$ cat src/rtl/ifetch_pkg.sv
// Shared types and constants for the instruction fetch stage.
// Holds the fetch FSM states and the buffered {pc, word} entry.
package ifetch_pkg;

  typedef enum logic [1:0] {
    IF_RESET,
    IF_RUN,
    IF_FLUSH
  } ifetch_state_t;

  localparam logic [31:0] INST_NOP        = 32'h0;
  localparam logic [31:0] IMEM_WORD_BYTES = 32'd4;

  typedef struct packed {
    logic [31:0] pc;
    logic [31:0] word;
  } fetch_entry_t;

  function automatic logic [31:0] word_align(input logic [31:0] a);
    return a & ~32'h3;
  endfunction

endpackage

$ cat src/rtl/ifetch_fifo.sv
// Instruction buffer: synchronous FIFO with flush and keep-head.
// Flush may keep the entry that becomes head after this cycle's pop.
module ifetch_fifo #(
  parameter  int WIDTH = 64,
  parameter  int DEPTH = 2,
  localparam int AW    = $clog2(DEPTH),
  localparam int CW    = AW + 1
) (
  input  logic             clock,
  input  logic             reset,
  input  logic             push,
  input  logic [WIDTH-1:0] din,
  input  logic             pop,
  input  logic             flush,
  input  logic             keep_head,
  output logic [CW-1:0]    count,
  output logic [WIDTH-1:0] head
);

  logic [WIDTH-1:0] mem [DEPTH];
  logic [AW-1:0]    rd_ptr, wr_ptr;
  logic [AW-1:0]    rd_n, wr_b, wr_n;
  logic [CW-1:0]    cnt_b, cnt_n;
  logic             pop_ok, push_ok;

  assign head = mem[rd_ptr];

  // Pop first, then flush/keep, then push into the remaining space.
  always_comb begin
    pop_ok = pop && (count != '0);
    rd_n   = rd_ptr + AW'(pop_ok);
    cnt_b  = count - CW'(pop_ok);
    wr_b   = wr_ptr;
    if (flush) begin
      if (keep_head && (cnt_b != '0)) begin
        cnt_b = CW'(1);
        wr_b  = rd_n + AW'(1);
      end else begin
        cnt_b = '0;
        wr_b  = rd_n;
      end
    end
    push_ok = push && (cnt_b != CW'(DEPTH));
    wr_n    = wr_b + AW'(push_ok);
    cnt_n   = cnt_b + CW'(push_ok);
  end

  // Pointer and occupancy registers.
  always_ff @(posedge clock or posedge reset) begin
    if (reset) begin
      rd_ptr <= '0;
      wr_ptr <= '0;
      count  <= '0;
    end else begin
      rd_ptr <= rd_n;
      wr_ptr <= wr_n;
      count  <= cnt_n;
    end
  end

  // Storage write; contents need no reset.
  always_ff @(posedge clock) begin
    if (push_ok) mem[wr_b] <= din;
  end

endmodule

$ cat src/rtl/ifetch.sv
// Instruction fetch: owns the PC, issues imem reads, buffers words.
// Define IFETCH_DELAY_SLOT_EN to keep the branch delay slot on redirect.
module ifetch
  import ifetch_pkg::*;
#(
  parameter logic [31:0] RESET_PC   = 32'h0000_0000,
  parameter int          FIFO_DEPTH = 2
) (
  input  logic        clock,
  input  logic        reset,
  input  logic        stall,
  input  logic        redirect,
  input  logic [31:0] redirect_pc,
  output logic        imem_req,
  output logic [31:0] imem_addr,
  input  logic        imem_rvalid,
  input  logic [31:0] imem_rdata,
  output logic [31:0] pc,
  output logic [31:0] inst_word,
  output logic        inst_valid
);

  localparam int CW = $clog2(FIFO_DEPTH) + 1;
  localparam logic [CW:0] DEPTH_W = (CW+1)'(FIFO_DEPTH);

  ifetch_state_t state;
  logic [31:0]   fetch_pc, resp_pc, idle_pc;
  logic [CW-1:0] pending, squash, rem;
  logic [CW-1:0] fifo_count, cnt_after_pop;
  fetch_entry_t  din, head;
  logic          push, pop, flush, keep_head;
  logic          redir, rsp_ok, adv_resp, sq_dec;
`ifdef IFETCH_DELAY_SLOT_EN
  logic          keep_one;
  logic [31:0]   ds_pc;
`endif

  ifetch_fifo #(
    .WIDTH($bits(fetch_entry_t)),
    .DEPTH(FIFO_DEPTH)
  ) u_fifo (
    .clock     (clock),
    .reset     (reset),
    .push      (push),
    .din       (din),
    .pop       (pop),
    .flush     (flush),
    .keep_head (keep_head),
    .count     (fifo_count),
    .head      (head)
  );

  // Presentation, consume and request decisions for this cycle.
  always_comb begin
    inst_valid    = (fifo_count != '0);
    pc            = inst_valid ? head.pc : idle_pc;
    inst_word     = inst_valid ? head.word : INST_NOP;
    redir         = redirect && inst_valid && (state == IF_RUN);
    pop           = inst_valid && (!stall || redir);
    rsp_ok        = imem_rvalid && (pending != '0);
    rem           = pending - CW'(rsp_ok);
    cnt_after_pop = fifo_count - CW'(pop);
    imem_addr     = fetch_pc;
    imem_req      = (state == IF_RUN) && !redir &&
                    (({1'b0, pending} + {1'b0, cnt_after_pop}) < DEPTH_W);
  end

  // Response steering: push, squash, or keep the delay slot.
  always_comb begin
    push      = 1'b0;
    flush     = 1'b0;
    keep_head = 1'b0;
    adv_resp  = 1'b0;
    sq_dec    = 1'b0;
    din       = '{pc: resp_pc, word: imem_rdata};
    if (redir) begin
      flush = 1'b1;
`ifdef IFETCH_DELAY_SLOT_EN
      if (fifo_count > CW'(1)) begin
        keep_head = 1'b1;
      end else if (rsp_ok) begin
        push   = 1'b1;
        din.pc = head.pc + IMEM_WORD_BYTES;
      end
`endif
    end else if (rsp_ok) begin
`ifdef IFETCH_DELAY_SLOT_EN
      if (keep_one) begin
        push   = 1'b1;
        din.pc = ds_pc;
      end else
`endif
      if (squash != '0) begin
        sq_dec = 1'b1;
      end else begin
        push     = 1'b1;
        adv_resp = 1'b1;
      end
    end
  end

  // Fetch FSM plus PC, outstanding and squash counters.
  always_ff @(posedge clock or posedge reset) begin
    if (reset) begin
      state    <= IF_RESET;
      fetch_pc <= RESET_PC;
      resp_pc  <= RESET_PC;
      idle_pc  <= RESET_PC;
      pending  <= '0;
      squash   <= '0;
    end else begin
      pending <= pending + CW'(imem_req) - CW'(rsp_ok);
      if (imem_req) fetch_pc <= fetch_pc + IMEM_WORD_BYTES;
      if (adv_resp) resp_pc <= resp_pc + IMEM_WORD_BYTES;
      if (sq_dec) squash <= squash - CW'(1);
      if (pop) idle_pc <= head.pc + IMEM_WORD_BYTES;
      case (state)
        IF_RESET: state <= IF_RUN;
        IF_RUN: begin
          if (redir) begin
            state    <= IF_FLUSH;
            fetch_pc <= word_align(redirect_pc);
            resp_pc  <= word_align(redirect_pc);
            idle_pc  <= word_align(redirect_pc);
            squash   <= rem;
`ifdef IFETCH_DELAY_SLOT_EN
            if ((fifo_count <= CW'(1)) && !rsp_ok && (rem != '0))
              squash <= rem - CW'(1);
`endif
          end
        end
        IF_FLUSH: state <= IF_RUN;
        default:  state <= IF_RESET;
      endcase
    end
  end

`ifdef IFETCH_DELAY_SLOT_EN
  // Delay slot still in flight: remember to keep its response.
  always_ff @(posedge clock or posedge reset) begin
    if (reset) begin
      keep_one <= 1'b0;
      ds_pc    <= RESET_PC;
    end else if (redir) begin
      keep_one <= (fifo_count <= CW'(1)) && !rsp_ok && (rem != '0);
      ds_pc    <= head.pc + IMEM_WORD_BYTES;
    end else if (rsp_ok && keep_one) begin
      keep_one <= 1'b0;
    end
  end
`endif

endmodule
$ cat config.mk
export PLATFORM = sky130hd
export DESIGN_NAME = ifetch
export DESIGN_NICKNAME = d
export VERILOG_FILES = /design/src/rtl/ifetch_pkg.sv /design/src/rtl/ifetch_fifo.sv /design/src/rtl/ifetch.sv
export SDC_FILE = /design/constraint.sdc
export NUM_CORES = 1
export LEC_CHECK = 0
export BUFFER_PORTS_ARGS = -buffer_cell sky130_fd_sc_hd__buf_2
export CAP_MARGIN = 20
export CORE_MARGIN = 2
export CORE_UTILIZATION = 40
export DETAILED_ROUTE_END_ITERATION = 16
export PLACE_DENSITY = 0.65
export SLEW_MARGIN = 20
export SYNTH_ARGS = -nofsm -noshare
export SYNTH_HDL_FRONTEND = slang
export SYNTH_SLANG_ARGS = --single-unit
$ cat constraint.sdc
create_clock -name clock -period 6.65 [get_ports clock]
set_clock_uncertainty 0.1 [all_clocks]
set_input_delay 0.3325 -clock clock [delete_from_list [all_inputs] [get_ports clock]]
set_output_delay 0.3325 -clock clock [all_outputs]
set_load 0.01 [all_outputs]
# ---- Word level (Yosys, flattened, before mapping)
# Memory sizes are Yosys's and may differ from the RTL's.
# Index checks and enable logic that the tools add are counted.
dict set report totals {
  output_inout_bits 98
  mem_count 1
  inputBits 69
  regBits 106
  ram_bits 128
  word_cells 71
}
# name depth width read_ports rd_clocked_by_memory_dff write_ports line_no
set mem_list {}
lappend mem_list {u_fifo.mem 2 64 1 0 1 ifetch_fifo.sv:20} ;# logic [WIDTH-1:0] mem [DEPTH];
dict set report op_classes {
  n_eq_ne 4
  magnitude_cmp 1
  reduce_logical 16
  muxes 27
  addsub 13
}
# cell n
set op_table {}
lappend op_table {{32-bit 2-to-1 mux} 11}
lappend op_table {{32-bit by 3-bit adder with 32-bit output, second input constant} 3}
lappend op_table {{1-bit 2-to-1 mux} 10}
lappend op_table {{2-bit 2-to-1 mux} 5}
lappend op_table {{1-bit logical AND} 8}
lappend op_table {{2-bit by 1-bit subtractor with 2-bit output} 4}
lappend op_table {{2-bit nonzero test} 3}
lappend op_table {{2-bit by 1-bit adder with 2-bit output} 2}
lappend op_table {{2-bit inequality test, second input constant} 2}
lappend op_table {{2-bit one-hot mux with 2 select lines} 1}
lappend op_table {{2-bit by 2-bit adder with 3-bit output} 1}
lappend op_table {{3-bit by 2-bit less-than comparator with 1-bit output, second input constant} 1}
lappend op_table {{1-bit adder} 2}
lappend op_table {{2-bit by 1-bit equality test with 1-bit output, second input constant} 1}
lappend op_table {{2-bit equality test, second input constant} 1}
lappend op_table {{1-bit logical NOT} 2}
lappend op_table {{2-bit logical NOT} 1}
lappend op_table {{2-bit OR reduction} 1}
lappend op_table {{2-bit by 1-bit subtractor with 2-bit output, second input constant} 1}
lappend op_table {{1-bit logical OR} 1}

# ---- Logic depth before layout (Yosys ltp)
# Gate-level depths: netlist of run 1.
dict set report logic_depth {
  word_depth 12
  ltp_mapped 14
  mapped_depth_nobuf 12
}

# ---- By module
# From an unflattened synthesis of run 1, not the netlist that was laid out.
dict set report hier_totals {
  hier_cells 909
  area_unflattened_um2 11020.6
}
# mod area_per_inst_um2 cells_per_inst seq_area_each_um2 n_inst
set modules_own_cells {}
lappend modules_own_cells {ifetch 6129.6 679 2452.4 1}
lappend modules_own_cells {ifetch_fifo 4890.9 230 3943.8 1}

# ---- Worst setup path before layout of run 1
# Ideal clock, no wire load.
dict set report synth_path {
  kind {register -> register}
  start {reg u_fifo.count[1]}
  end {mem u_fifo.mem[0][0], enable pin}
  arrival_time_ns 3.879
  period_less_slack_ns 4.405
  required_ns 6.123
  n_path_buf 2
  setup_ns 0.427
  stages_incl_launch_ff 11
  slack_ns 2.245
  path_cell_list {dfrtp_1 > nor2_1 > inv_2 > nand3_1 > clkbuf_1 > clkbuf_1 > nand2_1 > ha_1 > xor2_1 > a211oi_1 > ha_1}
}
dict set report synth_between {
  elab_chain_len 12
  word_cells_on_any_way 16
  cone_classes {add/sub (2); eq/ne (1); mux (6); reduce/logical (7)}
}
# element line_no
set synth_lines {}
lappend synth_lines {{start: declaration} ifetch_fifo.sv:16} ;# output logic [CW-1:0] count,
lappend synth_lines {{start signal: assignment} ifetch_fifo.sv:57} ;# count <= cnt_n;
lappend synth_lines {{2-bit nonzero test} {ifetch_fifo.sv:30, ifetch.sv:55}}
lappend synth_lines {{1-bit logical AND (2 in a row)} ifetch.sv:58} ;# redir = redirect && inst_valid && (state == IF_RUN);
lappend synth_lines {{1-bit logical OR} ifetch.sv:59} ;# pop = inst_valid && (!stall || redir);
lappend synth_lines {{1-bit logical AND} ifetch.sv:59}
lappend synth_lines {{1-bit logical AND} ifetch_fifo.sv:30} ;# pop_ok = pop && (count != '0);
lappend synth_lines {{2-bit by 1-bit subtractor with 2-bit output} ifetch_fifo.sv:32} ;# cnt_b = count - CW'(pop_ok);
lappend synth_lines {{2-bit 2-to-1 mux} ifetch_fifo.sv:34} ;# if (flush) begin
lappend synth_lines {{2-bit inequality test} ifetch_fifo.sv:43} ;# push_ok = push && (cnt_b != CW'(DEPTH));
lappend synth_lines {{1-bit logical AND} ifetch_fifo.sv:43}
lappend synth_lines {{1-bit 2-to-1 mux} ifetch_fifo.sv:63} ;# if (push_ok) mem[wr_b] <= din;
lappend synth_lines {{1-bit 2-to-1 mux (not written as such)} ifetch_fifo.sv:63}
lappend synth_lines {{end: declaration} ifetch_fifo.sv:20}
# Parallel ways exist; a longest one is shown, timed or not.

# ---- Final worst setup path of run 1
dict set report layout_path {
  start {reg u_fifo.count[1]}
  end {out imem_req}
}
dict set report layout_between {
  elab_chain_len 9
  word_cells_on_any_way 11
  cone_classes {add/sub (2); order compare (1); reduce/logical (8)}
}
# element line_no
set layout_lines {}
lappend layout_lines {{2-bit nonzero test} ifetch.sv:55} ;# inst_valid = (fifo_count != '0);
lappend layout_lines {{1-bit logical AND (2 in a row)} ifetch.sv:58}
lappend layout_lines {{1-bit logical OR} ifetch.sv:59}
lappend layout_lines {{1-bit logical AND} ifetch.sv:59}
lappend layout_lines {{2-bit by 1-bit subtractor with 2-bit output} ifetch.sv:62} ;# cnt_after_pop = fifo_count - CW'(pop);
lappend layout_lines {{2-bit by 2-bit adder with 3-bit output} ifetch.sv:65} ;# (({1'b0, pending} + {1'b0, cnt_after_pop}) < DEPTH_W);
lappend layout_lines {{3-bit by 2-bit less-than comparator with 1-bit output} ifetch.sv:65}
lappend layout_lines {{1-bit logical AND *} ifetch.sv:64} ;# imem_req = (state == IF_RUN) && !redir &&
lappend layout_lines {{end: declaration} ifetch.sv:14} ;# output logic imem_req,
# Every way passes the cells marked *; elsewhere a longest branch is shown, timed or not.

==> flow_summary.json, run 1 <==
{
  "status": "finished, final reports clean",
  "fmax_mhz": 202.3,
  "drive_gt1_frac": 0.1991,
  "holdWs_ns": 0.03866,
  "cp.arrival_ns": 4.51,
  "critPathMaxFanout": 56,
  "clk_latency_ns": 0.51,
  "antenna_cells": 0,
  "ys.flop_type": "edfxtp_1",
  "numCtsBuffers": 24,
  "grt.total_usage": 0.1908,
  "portBuffers": 162,
  "viasPerCell": 5.303,
  "cts-root-buf": "clkbuf_16",
  "yosysSeqAreaShare": 0.5940,
  "tightest_slew_ns": 0.8950,
  "ir_drop_mv": 0.2812,
  "utilization": 0.4980,
  "final_cell_area_mm2": 0.01294,
  "die_h_um": 166.5,
  "fp.coreArea_mm2": 0.02598,
  "critPathKind": "reg2out",
  "rows": 59,
  "antenna_left": 0,
  "hpwlAfterDp_um": 18040,
  "met2_usage": 0.3126,
  "finalSetupViolCount": 0,
  "post_cts_buffers": 0,
  "drc": 0,
  "cp.required_ns": 6.22,
  "post_dp_cell_area_mm2": 0.01174,
  "finalSetupTns_ns": 0,
  "vias": 7928,
  "place_congestion": 0.8700,
  "busiest_layer": "met2",
  "cts_resized": 0,
  "start_util": 0.4066,
  "die_area_mm2": 0.02773,
  "leakage_nw": 5.169,
  "cts_tree": "done",
  "finalMaxSlewViolations": 0,
  "cts.sinks": 226,
  "hold_buffers": 38,
  "clk_pin_slew_ns": 0.06,
  "drt-total-wl_um": 27130,
  "use_met1": 0.2623,
  "grt_max_degree": 71,
  "post-route-min-period_ns": 4.942,
  "grt_util_met3": 0.03066,
  "avgRoutedWirePerCell_um": 18.15,
  "syn_area_mm2": 0.01057,
  "syn_inst": 947,
  "drtPass1Iterations": 5,
  "synth_warnings": 0,
  "synth_edf_count": 124,
  "drt_iter0_drc": 522,
  "htree_levels": 1,
  "ios": 167,
  "max-cap-violations": 0,
  "chipWidth_um": 166.5,
  "ctsLongestPathBuffers": 3,
  "antenna_found_initial": 0,
  "post_synth_num_cell_types": 54,
  "avgSynthCellArea_um2": 11.16,
  "start_kind": "flip-flop",
  "fin_nets": 1221,
  "slew_headroom": 0.4033,
  "hold_path.class": "in2reg",
  "finalCritPeriodShare": 0.7432,
  "ys_ff_latch": 226,
  "syn2layout_area_growth_pct": 22.46,
  "grt_pass1_vias": 7913,
  "rsz0062_at_grt": "false",
  "synthArstFlopShare": 0.4513,
  "grt_overflow": 0,
  "power.density_mw_per_mm2": 480.4,
  "finalHoldViolations": 0,
  "grt_pass1_wl_um": 42620,
  "cp-end-kind": "output pin"
}
worst max-delay path: stages, from the launching register on:
cell and delay (ns):
dfrtp_1 0.45, nor2_4 0.12, buf_4 0.42, inv_2 0.12, buf_4 0.31, nand2b_1 0.15, buf_4 0.40, nand2_1 0.29
ha_1 0.34, nand2b_1 0.15, fa_1 0.47, and4_1 0.51, buf_2 0.23
layout by cell type (no fill, tap or decap), drive strengths merged, types with 3 or more instances in the layout:
| cell type | instances |
|---|---|
| buf | 174 |
| nor2 | 127 |
| edfxtp | 124 |
| a21oi | 115 |
| dfrtp | 102 |
| nand2 | 67 |
| mux2i | 61 |
| xnor2 | 43 |
| xor2 | 43 |
| nand3 | 43 |
| dlygate4sd3 | 38 |
| clkbuf | 30 |
| inv | 25 |
| o21ai | 17 |
| nor3 | 17 |
| and3 | 15 |
| nand4 | 12 |
| ha | 9 |
| o22ai | 8 |
| clkinv | 8 |
| nand3b | 7 |
| a31oi | 7 |
| nor4 | 6 |
| and2 | 5 |
| nand4b | 5 |
| a211oi | 5 |
| and4 | 4 |
| nand2b | 4 |
| o211ai | 4 |
| bufinv | 4 |
| a21boi | 3 |
| a22oi | 3 |
stage by stage:
step | total power [mW] | setup slack, ns | cells
2_1_floorplan | 3.950 | 2.245 | 948
3_3_place_gp | 4.764 | 1.806 | 1413
3_5_place_dp | 4.829 | 1.723 | 1413
4_1_cts | 6.262 | 1.631 | 1495
5_1_grt | 6.613 | 1.371 | 1495
6_report | 6.217 | 1.708 | 1495
cell type report:
type / count / area [µm²]
clock buffers: 30 / 644.4
repair buffers: 212 / 1281
fillers: 2342 / 13050
well taps: 335 / 419.2
multi-input cells: 654 / 4045
clock inverters: 14 / 177.7
inverters: 24 / 92.59
flip-flops and latches: 226 / 6280
logic make-up after synthesis:
logic type               count (synthesis)  synth area share
AO/OA/AOI/OAI                          174           0.09343
XOR/XNOR                                86           0.07128
adder cells (fa/ha/maj)                 10           0.01255
buffers and inverters                   68           0.02593
flip-flops                             226            0.5940
multiplexers                            63           0.05992
other                                    1         0.0003549
AND/OR/NAND/NOR                        319            0.1426
state kept, by name, summed over array words and instances (netlist names):
signal         count
u_fifo.mem       124
idle_pc           32
imem_addr         30
resp_pc           30
pending            2
squash             2
state              2
u_fifo.count       2
u_fifo.rd_ptr      1
u_fifo.wr_ptr      1
final timing paths:
path,start,end,slack (ns),depth (start not counted)
worst max-delay path,u_fifo.count[1],imem_req,1.71,12
max in group asynchronous,reset,idle_pc[11],4.89,4
worst min-delay path,redirect_pc[31],resp_pc[31],0.04,3
worst max register to register,u_fifo.count[1],imem_addr[26],1.78,15
min in group asynchronous,reset,imem_addr[18],0.34,3
worst min register to register,state[0],state[0],0.32,1
cells in the mapped netlist, types with 2 or more instances:
cell type / count / area share
nand2_1: 67 / 0.024
or3_1: 2 / 0.0012
nand3b_1: 7 / 0.0050
o211ai_1: 4 / 0.0028
nand4b_1: 5 / 0.0041
buf_4: 2 / 0.0014
xnor2_1: 43 / 0.036
a21oi_1: 115 / 0.054
edfxtp_1: 124 / 0.35
a311oi_1: 2 / 0.0017
nor4_1: 5 / 0.0030
a22oi_1: 3 / 0.0021
ha_1: 9 / 0.011
a21boi_0: 3 / 0.0021
inv_2: 2 / 0.00071
o22ai_1: 8 / 0.0047
o21ai_0: 15 / 0.0071
o32ai_1: 2 / 0.0017
xor2_1: 43 / 0.036
mux2_2: 2 / 0.0021
nand3_1: 43 / 0.020
nor2b_1: 2 / 0.0012
buf_1: 5 / 0.0018
dfrtp_1: 102 / 0.24
nand2b_1: 4 / 0.0024
buf_2: 9 / 0.0043
nor3_1: 12 / 0.0057
o21ai_1: 2 / 0.00095
a211oi_1: 4 / 0.0028
clkbuf_1: 28 / 0.0099
nor2_1: 127 / 0.045
nand4_1: 12 / 0.0071
nor3_2: 5 / 0.0047
a31oi_1: 7 / 0.0041
and2_1: 5 / 0.0030
inv_1: 22 / 0.0078
and4_1: 4 / 0.0033
and3_1: 15 / 0.0089
mux2i_1: 61 / 0.058
metal layers:
layer  vias up  part of all wire
met5         -                 0
met4         0             0.025
met3        52             0.068
met2       293              0.46
met1      3805              0.44
li1       3778                 -
power by group:
| part | internal [mW] | switching (mW) | total, mW |
|---|---|---|---|
| registers | 1.97 | 0.421 | 2.39 |
| clock network | 0.845 | 0.545 | 1.39 |
| logic | 0.972 | 1.46 | 2.43 |
| total | 3.79 | 2.43 | 6.22 |
No activity file was read; power rests on OpenSTA's default activity.
==> run 2, diff against run 1 <==
--- a/config.mk
+++ b/config.mk
@@ -10,7 +10,7 @@
 export CORE_MARGIN = 2
 export CORE_UTILIZATION = 40
 export DETAILED_ROUTE_END_ITERATION = 16
-export PLACE_DENSITY = 0.65
+export PLACE_DENSITY = 0.67
 export SLEW_MARGIN = 20
 export SYNTH_ARGS = -nofsm -noshare
 export SYNTH_HDL_FRONTEND = slang
==> constraint.sdc (replaced) <==
create_clock -name clock -period 4.46 [get_ports clock]
set_clock_uncertainty 0.1 [all_clocks]
set_input_delay 0.223 -clock clock [delete_from_list [all_inputs] [get_ports clock]]
set_output_delay 0.223 -clock clock [all_outputs]
set_load 0.01 [all_outputs]
==> run 2 against run 1 <==
Compared with the run above:
- core utilization rose by 1.3 points
- combinational power rose by 53%
- first-iteration DRC count rose by 4.2%
- highest routed layer unchanged
==> flow_summary.json, run 2 (synthesis results as in run 1) <==
{
  "whs_path_depth": 5,
  "rows": 59,
  "worstRegToRegCells": 12,
  "critPathMaxFanout": 12,
  "viasPerCell": 5.313,
  "post-route-min-period_ns": 3.476,
  "max-cap-violations": 0,
  "leakage_nw": 5.303,
  "finalSetupTns_ns": 0,
  "drc": 0,
  "fmax_mhz": 287.7,
  "vias": 8092,
  "finalMaxSlewViolations": 0,
  "portBuffers": 162,
  "cts-root-buf": "clkbuf_16",
  "hold_start": "stall",
  "place_congestion": 0.8573,
  "finalHoldViolations": 0,
  "ios": 167,
  "grt_pass1_vias": 7925,
  "hold-path-endpoint": "idle_pc[12]",
  "timing.rr.end": "imem_addr[26]",
  "hpwlAfterDp_um": 17880,
  "drive_gt1_frac": 0.1970,
  "drtPass1Iterations": 8,
  "grt_overflow": 0,
  "grt_max_degree": 80,
  "regMostFlops": "u_fifo.mem",
  "ctsLongestPathBuffers": 3,
  "final_cell_area_mm2": 0.01328,
  "cp.arrival_ns": 3.76,
  "chipWidth_um": 166.5,
  "clk_latency_ns": 0.53,
  "htree_levels": 1,
  "tightest_slew_ns": 0.8403,
  "post_dp_cell_area_mm2": 0.01177,
  "ir_drop_mv": 0.3634,
  "regToRegStartpoint": "u_fifo.count[1]",
  "clk_pin_slew_ns": 0.06,
  "largest_reg_flops": 124,
  "cp.required_ns": 4.74,
  "grt.total_usage": 0.1951,
  "hold_path.class": "in2reg",
  "rsz0062_at_grt": "false",
  "r2r_slack_ns": 0.98,
  "syn2layout_area_growth_pct": 25.70,
  "antenna_found_initial": 0,
  "finalSetupViolCount": 0,
  "cts_tree": "done",
  "critPathKind": "reg2reg",
  "power.density_mw_per_mm2": 707.8,
  "numCtsBuffers": 25,
  "cts.sinks": 226,
  "fp.coreArea_mm2": 0.02598,
  "top_regs": "u_fifo.mem x124, idle_pc x32",
  "finalCritPeriodShare": 0.7793,
  "final_common_cell": "buf_2",
  "avgRoutedWirePerCell_um": 17.94,
  "drt-total-wl_um": 27320,
  "start_util": 0.4066,
  "post_cts_buffers": 0,
  "die_h_um": 166.5,
  "slew_headroom": 0.4390,
  "drt_iter0_drc": 544,
  "die_area_mm2": 0.02773,
  "grt_pass1_wl_um": 43500,
  "antenna_cells": 0,
  "fin_nets": 1249,
  "status": "finished, final reports clean",
  "cp-end-kind": "flip-flop",
  "layout_common_cells": "buf_2 (162), nor2_1 (126), edfxtp_1 (124), a21oi_1 (115), dfrtp_1 (101)",
  "start_kind": "flip-flop",
  "antenna_left": 0
}
[run 2: metrics by stage]
| step | hold WS [ns] | setup slack (ns) | power, mW | std cells | utilization |
|---|---|---|---|---|---|
| detailed placement | 0.3156 | 0.9629 | 7.203 | 1414 | 0.4530 |
| CTS | 0.1128 | 0.9342 | 9.453 | 1523 | 0.5110 |
| global route | 0.1387 | 0.6001 | 10.01 | 1523 | 0.5111 |
| floorplan | 0.2219 | 0.05457 | 5.890 | 948 | - |
| global placement | 0.3109 | 1.007 | 7.110 | 1414 | 0.4530 |
| finish | 0.1328 | 0.9842 | 9.401 | 1523 | 0.5111 |
[run 2: cell type report]
cell class,instances,area (µm²)
inverters,24,95.09
well taps,335,419.2
fillers,2310,12700
repair buffers,239,1574
flip-flops and latches,226,6280
multi-input cells,654,4045
clock inverters,15,214.0
clock buffers,30,654.4
[run 2: worst max-delay path by stage]
| stage | endpoint | slack, ns | start | cells past startpoint |
|---|---|---|---|---|
| 2_1_floorplan | u_fifo.mem[0][0] | 0.05 | u_fifo.count[1] | 10 |
| 3_5_place_dp | imem_addr[26] | 0.96 | state[1] | 11 |
| 3_3_place_gp | imem_addr[26] | 1.01 | state[1] | 11 |
| 4_1_cts | imem_addr[26] | 0.93 | u_fifo.count[1] | 12 |
| 6_report | imem_addr[26] | 0.98 | u_fifo.count[1] | 12 |
| 5_1_grt | imem_addr[26] | 0.60 | state[0] | 11 |
[run 2: per-layer routing]
layer	share of wire	wire length, µm	GRT usage	vias up
li1	-	-	-	3836
met1	0.44	11980	0.2695	3906
met2	0.47	12720	0.3155	307
met3	0.072	1978	0.03612	43
met4	0.023	641	0.05810	0
met5	0	0	0	-
[run 2: power breakdown]
group / switching, mW / internal, mW / leakage [nW]
Clock: 0.841 / 1.34 / 0.419
Sequential: 0.557 / 2.94 / 2.29
Combinational: 2.25 / 1.48 / 2.60
Total: 3.64 / 5.76 / 5.30
[run 2: critical path, cell delays in order (launching register included)]
cell and delay [ns]:
dfrtp_1 0.45, nor2_4 0.15, inv_2 0.07, nand2b_1 0.10, nand2_1 0.17, ha_1 0.31, nand2b_1 0.15, fa_1 0.49
and4_1 0.48, nand4_1 0.35, nor3_1 0.28, xnor2_1 0.14, o21ai_0 0.08
[run 2: repair_timing]
item                      CTS  global route
hold buffers               64             0
resized for setup           0             0
hold endpoints to repair  232             0
